## src/rtl/mem_pkg.sv

```systemverilog
// Shared types and helpers for the parametrised single-port memory.
// The FSM state encoding, per-byte parity helper and pipeline limits live here.
package mem_pkg;

  localparam int RD_LAT_MAX = 4;
  localparam int BYTE_W     = 8;

  typedef enum logic [0:0] {
    MEM_INIT = 1'b0,
    MEM_RUN  = 1'b1
  } mem_state_e;

  // Even parity: the stored bit makes the total number of ones even.
  function automatic logic byte_parity(input logic [BYTE_W-1:0] b);
    return ^b;
  endfunction

endpackage

```

## src/rtl/mem_rd_pipe.sv

```systemverilog
// Read-response delay line: RD_LAT register stages carrying {valid, addr_err, par_err, data}.
// The data field only advances with a valid response, so the last stage holds the last read value.
module mem_rd_pipe
  import mem_pkg::*;
#(
  parameter int DATA_W = 32,
  parameter int RD_LAT = 1
) (
  input  logic              clk,
  input  logic              rst,
  input  logic              in_valid,
  input  logic              in_addr_err,
  input  logic              in_par_err,
  input  logic [DATA_W-1:0] in_data,
  output logic              out_valid,
  output logic              out_addr_err,
  output logic              out_par_err,
  output logic [DATA_W-1:0] out_data
);

  typedef struct packed {
    logic              valid;
    logic              addr_err;
    logic              par_err;
    logic [DATA_W-1:0] data;
  } stage_t;

  stage_t              stg_in;
  stage_t [RD_LAT-1:0] pipe_q;

  assign stg_in = {in_valid, in_addr_err, in_par_err, in_data};

  function automatic stage_t advance(input stage_t src, input stage_t cur);
    stage_t nxt;
    nxt = src;
    if (!src.valid) nxt.data = cur.data;
    return nxt;
  endfunction

  always_ff @(posedge clk or negedge rst) begin
    if (!rst) begin
      pipe_q <= '0;
    end else begin
      pipe_q[0] <= advance(stg_in, pipe_q[0]);
      for (int i = 1; i < RD_LAT; i++) begin
        pipe_q[i] <= advance(pipe_q[i-1], pipe_q[i]);
      end
    end
  end

  assign out_valid    = pipe_q[RD_LAT-1].valid;
  assign out_addr_err = pipe_q[RD_LAT-1].addr_err;
  assign out_par_err  = pipe_q[RD_LAT-1].par_err;
  assign out_data     = pipe_q[RD_LAT-1].data;

endmodule

```

## src/rtl/param_sp_mem.sv

```systemverilog
// Parametrised single-port synchronous memory with byte enables, post-reset clear sweep,
// out-of-range error and optional per-byte parity (enabled by defining MEM_PARITY_EN).
module param_sp_mem
  import mem_pkg::*;
#(
  parameter int DATA_W = 32,
  parameter int ADDR_W = 4,
  parameter int DEPTH  = 16,
  parameter int RD_LAT = 1
) (
  input  logic                  clk,
  input  logic                  rst,
  input  logic                  en,
  input  logic                  re,
  input  logic [ADDR_W-1:0]     addr,
  input  logic [DATA_W-1:0]     data_in,
  input  logic [DATA_W/8-1:0]   be,
  output logic [DATA_W-1:0]     data_out,
  output logic                  valid_out,
  output logic                  addr_err,
  output logic                  ready,
  output logic                  par_err
);

  localparam int                NB        = DATA_W / BYTE_W;
  localparam logic [ADDR_W:0]   DEPTH_L   = (ADDR_W+1)'(DEPTH);
  localparam logic [ADDR_W-1:0] LAST_ADDR = ADDR_W'(DEPTH - 1);

  mem_state_e        state_q;
  logic [ADDR_W-1:0] clr_ptr_q;
  logic              ready_q;

  logic              in_range;
  logic              acc;
  logic              wr_hit;
  logic              rd_hit;
  logic [ADDR_W-1:0] rd_addr;
  logic [DATA_W-1:0] rd_word;
  logic              rd_par_err;

  logic [DATA_W-1:0] mem_q [DEPTH];

  // Clear sweep: one word per cycle, then RUN; ready follows RUN by one cycle.
  always_ff @(posedge clk or negedge rst) begin
    if (!rst) begin
      state_q   <= MEM_INIT;
      clr_ptr_q <= '0;
      ready_q   <= 1'b0;
    end else begin
      ready_q <= (state_q == MEM_RUN);
      case (state_q)
        MEM_INIT: begin
          if (clr_ptr_q == LAST_ADDR) state_q <= MEM_RUN;
          else                        clr_ptr_q <= clr_ptr_q + 1'b1;
        end
        default: state_q <= MEM_RUN;
      endcase
    end
  end

  assign ready    = ready_q;
  assign in_range = ({1'b0, addr} < DEPTH_L);
  assign acc      = ready_q & en;
  assign wr_hit   = acc & ~re & in_range;
  assign rd_hit   = acc & re & in_range;
  assign rd_addr  = in_range ? addr : '0;
  assign rd_word  = mem_q[rd_addr];

  always_ff @(posedge clk) begin
    if (state_q == MEM_INIT) begin
      mem_q[clr_ptr_q] <= '0;
    end else if (wr_hit) begin
      for (int i = 0; i < NB; i++) begin
        if (be[i]) mem_q[addr][i*BYTE_W +: BYTE_W] <= data_in[i*BYTE_W +: BYTE_W];
      end
    end
  end

`ifdef MEM_PARITY_EN
  logic [NB-1:0] par_q [DEPTH];

  // The clear sweep stores parity of an all-zero byte, which is 0.
  always_ff @(posedge clk) begin
    if (state_q == MEM_INIT) begin
      par_q[clr_ptr_q] <= '0;
    end else if (wr_hit) begin
      for (int i = 0; i < NB; i++) begin
        if (be[i]) par_q[addr][i] <= byte_parity(data_in[i*BYTE_W +: BYTE_W]);
      end
    end
  end

  always_comb begin
    rd_par_err = 1'b0;
    for (int i = 0; i < NB; i++) begin
      if (byte_parity(rd_word[i*BYTE_W +: BYTE_W]) != par_q[rd_addr][i]) rd_par_err = 1'b1;
    end
  end
`else
  assign rd_par_err = 1'b0;
`endif

  // Out-of-range reads still produce a (zero) response so the requester never stalls.
  mem_rd_pipe #(
    .DATA_W (DATA_W),
    .RD_LAT (RD_LAT)
  ) u_rd_pipe (
    .clk          (clk),
    .rst          (rst),
    .in_valid     (acc & re),
    .in_addr_err  (acc & ~in_range),
    .in_par_err   (rd_hit & rd_par_err),
    .in_data      (rd_hit ? rd_word : '0),
    .out_valid    (valid_out),
    .out_addr_err (addr_err),
    .out_par_err  (par_err),
    .out_data     (data_out)
  );

endmodule

```

## config.mk

```make
export PLATFORM = sky130hd
export DESIGN_NAME = param_sp_mem
export DESIGN_NICKNAME = d
export VERILOG_FILES = /design/src/rtl/mem_pkg.sv /design/src/rtl/mem_rd_pipe.sv /design/src/rtl/param_sp_mem.sv
export SDC_FILE = /design/constraint.sdc
export NUM_CORES = 1
export LEC_CHECK = 0
export BUFFER_PORTS_ARGS = -buffer_cell sky130_fd_sc_hd__clkbuf_2
export CAP_MARGIN = 20
export CORE_AREA = 2 2 203 205
export CTS_CLUSTER_DIAMETER = 40
export DETAILED_ROUTE_END_ITERATION = 8
export DIE_AREA = 0 0 205 207
export GPL_TIMING_DRIVEN = 0
export PLACE_DENSITY = 0.81
export SETUP_SLACK_MARGIN = 0.1
export SYNTH_ARGS = -nofsm -noshare
export SYNTH_HDL_FRONTEND = slang
export SYNTH_SLANG_ARGS = --single-unit
```

## constraint.sdc

```tcl
create_clock -name clk -period 5.8 [get_ports clk]
set_clock_uncertainty 0.15 [all_clocks]
set_input_delay 1.45 -clock clk [delete_from_list [all_inputs] [get_ports clk]]
set_output_delay 1.45 -clock clk [all_outputs]
set_load 0.05 [all_outputs]
```

==> run metrics, run 1 <==
status finished, final reports clean; Pleak 0.00953 µW; min-delay worst type reg2reg; DR pass1 iterations 6; crit-path max FO 10; fin. max-slew vios 0; most used cells in the layout excluding fill and tap cells edfxtp_1 (512), mux2i_1 (126), clkbuf_2 (74); postcts setup bufs 0; synth top area cells edfxtp_1 (70%), mux4_2 (6.7%), mux2i_1 (5.8%); Cell Pwr Density 342 nW/µm²; Syn-to-layout area delta 14.7%; post-synthesis compound-gate area fraction 3.86%; grt ovf 0; hpwl dp 36.9 mm; EDFF count, synth 512; Cells after Synth 1189; Vias/cell 6.53; Yosys warnings 0; Post-Synth Adder-Cell Area 0.0574%; WS Path Type in2reg; Clock Root Buffer clkbuf_16; Die Width 205 µm; Worst Hold Path Cells 1; clock buffer depth 3; # DRC 0; Die Footprint 42400 µm²; CP Launch Type primary input; setup TNS 0 ns; vias in the first global route 12700; CTS Buf Count 55; R2R setup slack 2.70 ns; fraction of layout cells with a size suffix above 1 24.8%; Fin. Hold Viols 0; Synth Cell Area 21800 µm²; GP Congestion 0.939; GRT Resource Usage Total 27.6%; sequential cell area 16400 µm²; CTS tree done; row count 74; initial antenna violation count 2; simple-gate share of the synthesized area 5.54%; Post-CTS Hold Buffers 0; post-synthesis xor/xnor area fraction 0.120%; area post-placement 23100 µm²; CTS sink count 551; clock period minus final worst setup slack 3.86 ns; post-synthesis mux area share 13.3%; FILL cells 2818; hold_sp u_rd_pipe.out_data[12]; max-cap viol count 0; I/O Pins 80; fin crit share 66.5%; multi-input logic area 5040 µm²; vias 12700; critical path endpoint category register; Most used DFF post-synth edfxtp_1; DR WL/cell 29.8 µm; Finish-stage setup viols 0; dominant cell type by area after synthesis edfxtp_1; Rel. slew slack 20.7%; RSZ-0062 raised after global routing no; Clock Latency Late Sink 0.59 ns; Worst Path Arrival 3.90 ns; Peak supply drop 238 µV; Routed Antenna Nets 0; R2R depth 8; H-tree Lvls 2; Min-Delay Endpoint u_rd_pipe.out_data[12]; commonest non-fill, non-tap cell in the layout edfxtp_1; reg2reg end mem_q[7][29]; count of cells resized by post-cts repair 0; die height 207 µm; Nets 1406; Seq cells post-synth 551; clk slew on worst S/H paths 0.06 ns; largest net degree at the start of global routing 22; Synth cell types 43; Avg Cell Area, Syn 18.3 µm²; Port Buf Inserts 74; main combinational cell family by area after synthesis multiplexers; global-route wire length before repair 83.5 mm; Yosys top cell area share 70.5%; Antenna diodes 0; Initial Util 54.0%; achievable frequency 0.259 GHz; Async S/R FF share, synth 7.08%; Power Total 8560 µW; fin area 25000 µm²; Worst EP required 5.84 ns; sequential area share after synthesis 75.0%; worst-margin pin slew 1.19 ns; CORE AREA 40400 µm²; Reg2Reg Launch Point ready; DRT iter0 DRCs 1664; Worst Setup SP be[2]; Routed WL 57.7 mm
## power by group
group	switching, µW	leakage [µW]	internal [µW]	total (µW)
clock	1480	0.000907	2120	3600
combinational	417	0.00250	149	566
sequential	27.7	0.00612	4360	4390
total	1920	0.00953	6640	8560
## routing by layer
metal  share of wire (%)  global-route usage (%)
met1                  34                    35.4
met2                  47                    43.3
met3                  13                    9.20
met4                 5.1                    11.7
met5                0.32                    1.73
## layout make-up
type | instances | share of cell area [%]
multi-input cells | 557 | 20.1
flip-flops and latches | 551 | 65.4
inverters | 2 | 0.0300
repair buffers | 114 | 2.51
well taps | 532 | 2.66
plain buffers | 80 | 1.88
clock buffers | 78 | 6.30
clock inverters | 24 | 1.11
## how the worst max path moves through the flow
stage | slack [ns] | cells past startpoint | endpoint
CTS | 1.87 | 7 | mem_q[15][22]
finish | 1.94 | 8 | mem_q[7][29]
global placement | 1.04 | 8 | mem_q[4][29]
floorplan | 1.87 | 7 | mem_q[12][24]
global route | 1.97 | 8 | mem_q[7][30]
detailed placement | 1.30 | 7 | mem_q[15][18]
## cell usage after synthesis, types with 21 or more instances
cell and count:
a21oi_1 23, edfxtp_1 512, clkbuf_1 34, mux2i_1 126, dfrtp_1 39, nand4_1 21, a22oi_1 62, mux4_2 65
buf_2 24, and2_1 32, a31oi_1 31, nor3_1 49, nand2_1 55, nor2_1 36
## logic make-up (layout without fill, tap and decap cells)
logic type | Yosys count | in the layout
fa+ha+maj | 1 | 1
simple gates | 228 | 228
buf+inv | 82 | 298
mux | 200 | 200
xor+xnor | 3 | 3
flops | 551 | 551
compound gates | 123 | 123
other cells | 1 | 2
## sequential cells by signal, summed over array words and instances (netlist names)
signal and count:
clr_ptr_q 4, mem_q 512, ready 1, state_q 1, u_rd_pipe.out_data 32, u_rd_pipe.out_valid 1
## worst max-delay path, stage by stage
cell,delay [ns]
clkbuf_2,0.09
or4_1,0.50
and3_1,0.18
buf_6,0.14
buf_12,0.16
mux2i_4,0.26
buf_6,0.22
nor3_2,0.88
## stage by stage
stage / std cells / util, % / hold slack, ns / worst slack, ns
floorplan: 1190 / - / 0.270 / 1.87
finish: 1938 / 62.0 / 0.353 / 1.94
global route: 1938 / 62.0 / 0.365 / 1.97
CTS: 1937 / 61.9 / 0.348 / 1.87
detailed placement: 1835 / 57.3 / 0.335 / 1.30
global placement: 1796 / 56.6 / 0.324 / 1.04
Power figures use the tool's default switching activity.
==> run 2, diff against run 1 <==
- PLACE_DENSITY: 0.81 -> 0.84
- clock period: 5.8 -> 3.4 ns (I/O delays scaled with it)
==> run 2 against run 1 <==
Against the previous run: sequential power increased by 71%; core utilization up 0.084 points; combinational power rose by 70%; sequential cell count stayed put; worst hold slack got worse by 0.24 ns; die area is the same; global-route usage fell by 1.1 points; via count decreased by 1.2%; critical path depth grew 1; power is 71% higher; first-iteration DRC count fell by 13%; non-clock buffer count is 1 lower; critical endpoint is now mem_q[15][5]; largest power group unchanged.
==> run metrics, run 2 (synthesis gave the netlist of run 1 again) <==
CP dominant cell by count buf_6 (unchanged); Finish-stage setup viols 0 (unchanged); CP cell instances clkbuf_2, or4_1, and3_1, buf_6, buf_12, mux2i_4, buf_6, nor3_1, buf_2 (was clkbuf_2, or4_1, and3_1, buf_6, buf_12, mux2i_4, buf_6, nor3_2); DR pass1 iterations 6 (unchanged); CP Launch Type primary input (unchanged); fin area 25000 µm² (about the same); Crit-path slowest cell nor3_1 (was nor3_2); DRT iter0 DRCs 1444 (was 1664); worst-margin pin slew 1.22 ns (was 1.19 ns); max-cap viol count 0 (unchanged); Routed WL 56.0 mm (was 57.7 mm); row count 74 (unchanged); Die Width 205 µm (unchanged); CTS sink count 551 (unchanged); vias in the first global route 12700 (about the same); Initial Util 54.0% (unchanged); Rel. slew slack 19.0% (was 20.7%); initial antenna violation count 2 (unchanged); FILL cells 2784 (was 2818); clk slew on worst S/H paths 0.06 ns (about the same); die height 207 µm (unchanged); Clock Latency Late Sink 0.60 ns (was 0.59 ns); Critical Path Max Stage Delay 0.66 ns (was 0.88 ns); grt ovf 0 (unchanged); WS Path Type in2reg (unchanged); Worst Setup SP be[2] (unchanged); Worst Path Arrival 3.39 ns (was 3.90 ns); hpwl dp 36.7 mm (was 36.9 mm); GRT Resource Usage Total 26.5% (was 27.6%); Vias/cell 6.43 (was 6.53); commonest non-fill, non-tap cell in the layout edfxtp_1 (unchanged); GP Congestion 0.945 (was 0.939); min-delay worst type in2async (was reg2reg); Largest register FFs 512 (unchanged); CTS tree done (unchanged); crit-path max FO 10 (unchanged); Fin. Hold Viols 0 (unchanged); postcts setup bufs 0 (unchanged); Pleak 0.00952 µW (was 0.00953 µW); I/O Pins 80 (unchanged); Die Footprint 42400 µm² (unchanged); H-tree Lvls 2 (unchanged); multi-input logic area 5070 µm² (was 5040 µm²); Reg2Reg Launch Point ready (unchanged); achievable frequency 0.309 GHz; Port Buf Inserts 74 (unchanged); status finished, final reports clean (unchanged); area post-placement 23100 µm² (about the same); DR WL/cell 28.8 µm (was 29.8 µm); Worst EP required 3.55 ns (was 5.84 ns); Power Total 14600 µW (was 8560 µW); sequential cell area 16400 µm² (unchanged); most used cells in the layout excluding fill and tap cells edfxtp_1 (512), mux2i_1 (126), clkbuf_2 (74) (unchanged); fin. max-slew vios 0 (unchanged); # DRC 0 (unchanged); CTS Buf Count 57 (was 55); Clock Root Buffer clkbuf_16 (unchanged); Most flops, register mem_q (unchanged); Peak supply drop 494 µV (was 238 µV); Routed Antenna Nets 0 (unchanged); R2R depth 9 (was 8); critical path endpoint category register (unchanged); clock period minus final worst setup slack 3.24 ns; Cell Pwr Density 584 nW/µm² (was 342 nW/µm²); fraction of layout cells with a size suffix above 1 25.1% (was 24.8%); global-route wire length before repair 80.6 mm (was 83.5 mm); fin crit share 95.3%; RSZ-0062 raised after global routing yes (was no); largest net degree at the start of global routing 27 (was 22); CORE AREA 40400 µm² (unchanged); Syn-to-layout area delta 14.8% (was 14.7%); Nets 1407 (was 1406); clock buffer depth 3 (unchanged); vias 12500 (was 12700)
[run 2: cell count changes in the layout (fill, tap and decap cells not counted), sizes merged]
cell	previous run	this run
clkinv	13	19
inv	6	10
bufinv	5	4
diode	0	2
clkdlybuf4s15	0	1
clkbuf	188	182
buf	80	78
clkinvlp	2	4
[run 2: stage by stage]
stage	setup slack (ns)	TNS, ns	hold slack, ns	instances	utilization (%)
2_1_floorplan	0.0669	0	0.270	1190	-
5_1_grt	0.0540	0	0.124	1942	62.0
3_5_place_dp	-0.490	-86.58	0.380	1835	57.3
3_3_place_gp	-0.686	-185.25	0.364	1796	56.7
6_report	0.159	0	0.113	1944	62.0
4_1_cts	0.150	0	0.106	1942	61.9
[run 2: worst max-delay path, delay by kind of cell]
kind | cells | cell delay (ns)
AND/OR/NAND/NOR | 3 | 1.37
multiplexers | 1 | 0.25
buffers and inverters | 5 | 0.89
[run 2: final cells by class]
type,instances,share of cell area (%)
clock inverters,35,1.36
repair buffers,113,2.42
well taps,532,2.66
flip-flops and latches,551,65.3
diodes,2,0.0200
clock buffers,72,6.09
multi-input cells,557,20.2
plain buffers,80,1.90
inverters,2,0.0300
[run 2: layer usage]
metal  up-vias  wire, µm  GRT usage (%)
li1       5106         -              -
met1      6275     19800           34.4
met2       946     26800           41.9
met3       178      6790           7.16
met4         0      2660           12.4
met5         -         0              0
[run 2: path summary, 6_finish.rpt]
check / to / slack, ns
worst max-delay path: mem_q[15][5] / 0.16
worst min-delay path: u_rd_pipe.out_data[16] / 0.11
worst max register to register: mem_q[15][5] / 0.31
worst min register to register: u_rd_pipe.out_data[3] / 0.40
max in group asynchronous: u_rd_pipe.out_data[2] / 2.38
min in group clk: u_rd_pipe.out_data[3] / 0.40
[run 2: repair_timing]
action | in CTS | in global routing
resized for setup | 1 | 6
endpoints found under the setup margin | 3 | 24
hold buffers | 0 | 0
[run 2: power by group]
part           switching, µW  internal (µW)
Sequential              42.4           7440
Clock                   2650           3530
Combinational            711            253
Total                   3400          11200
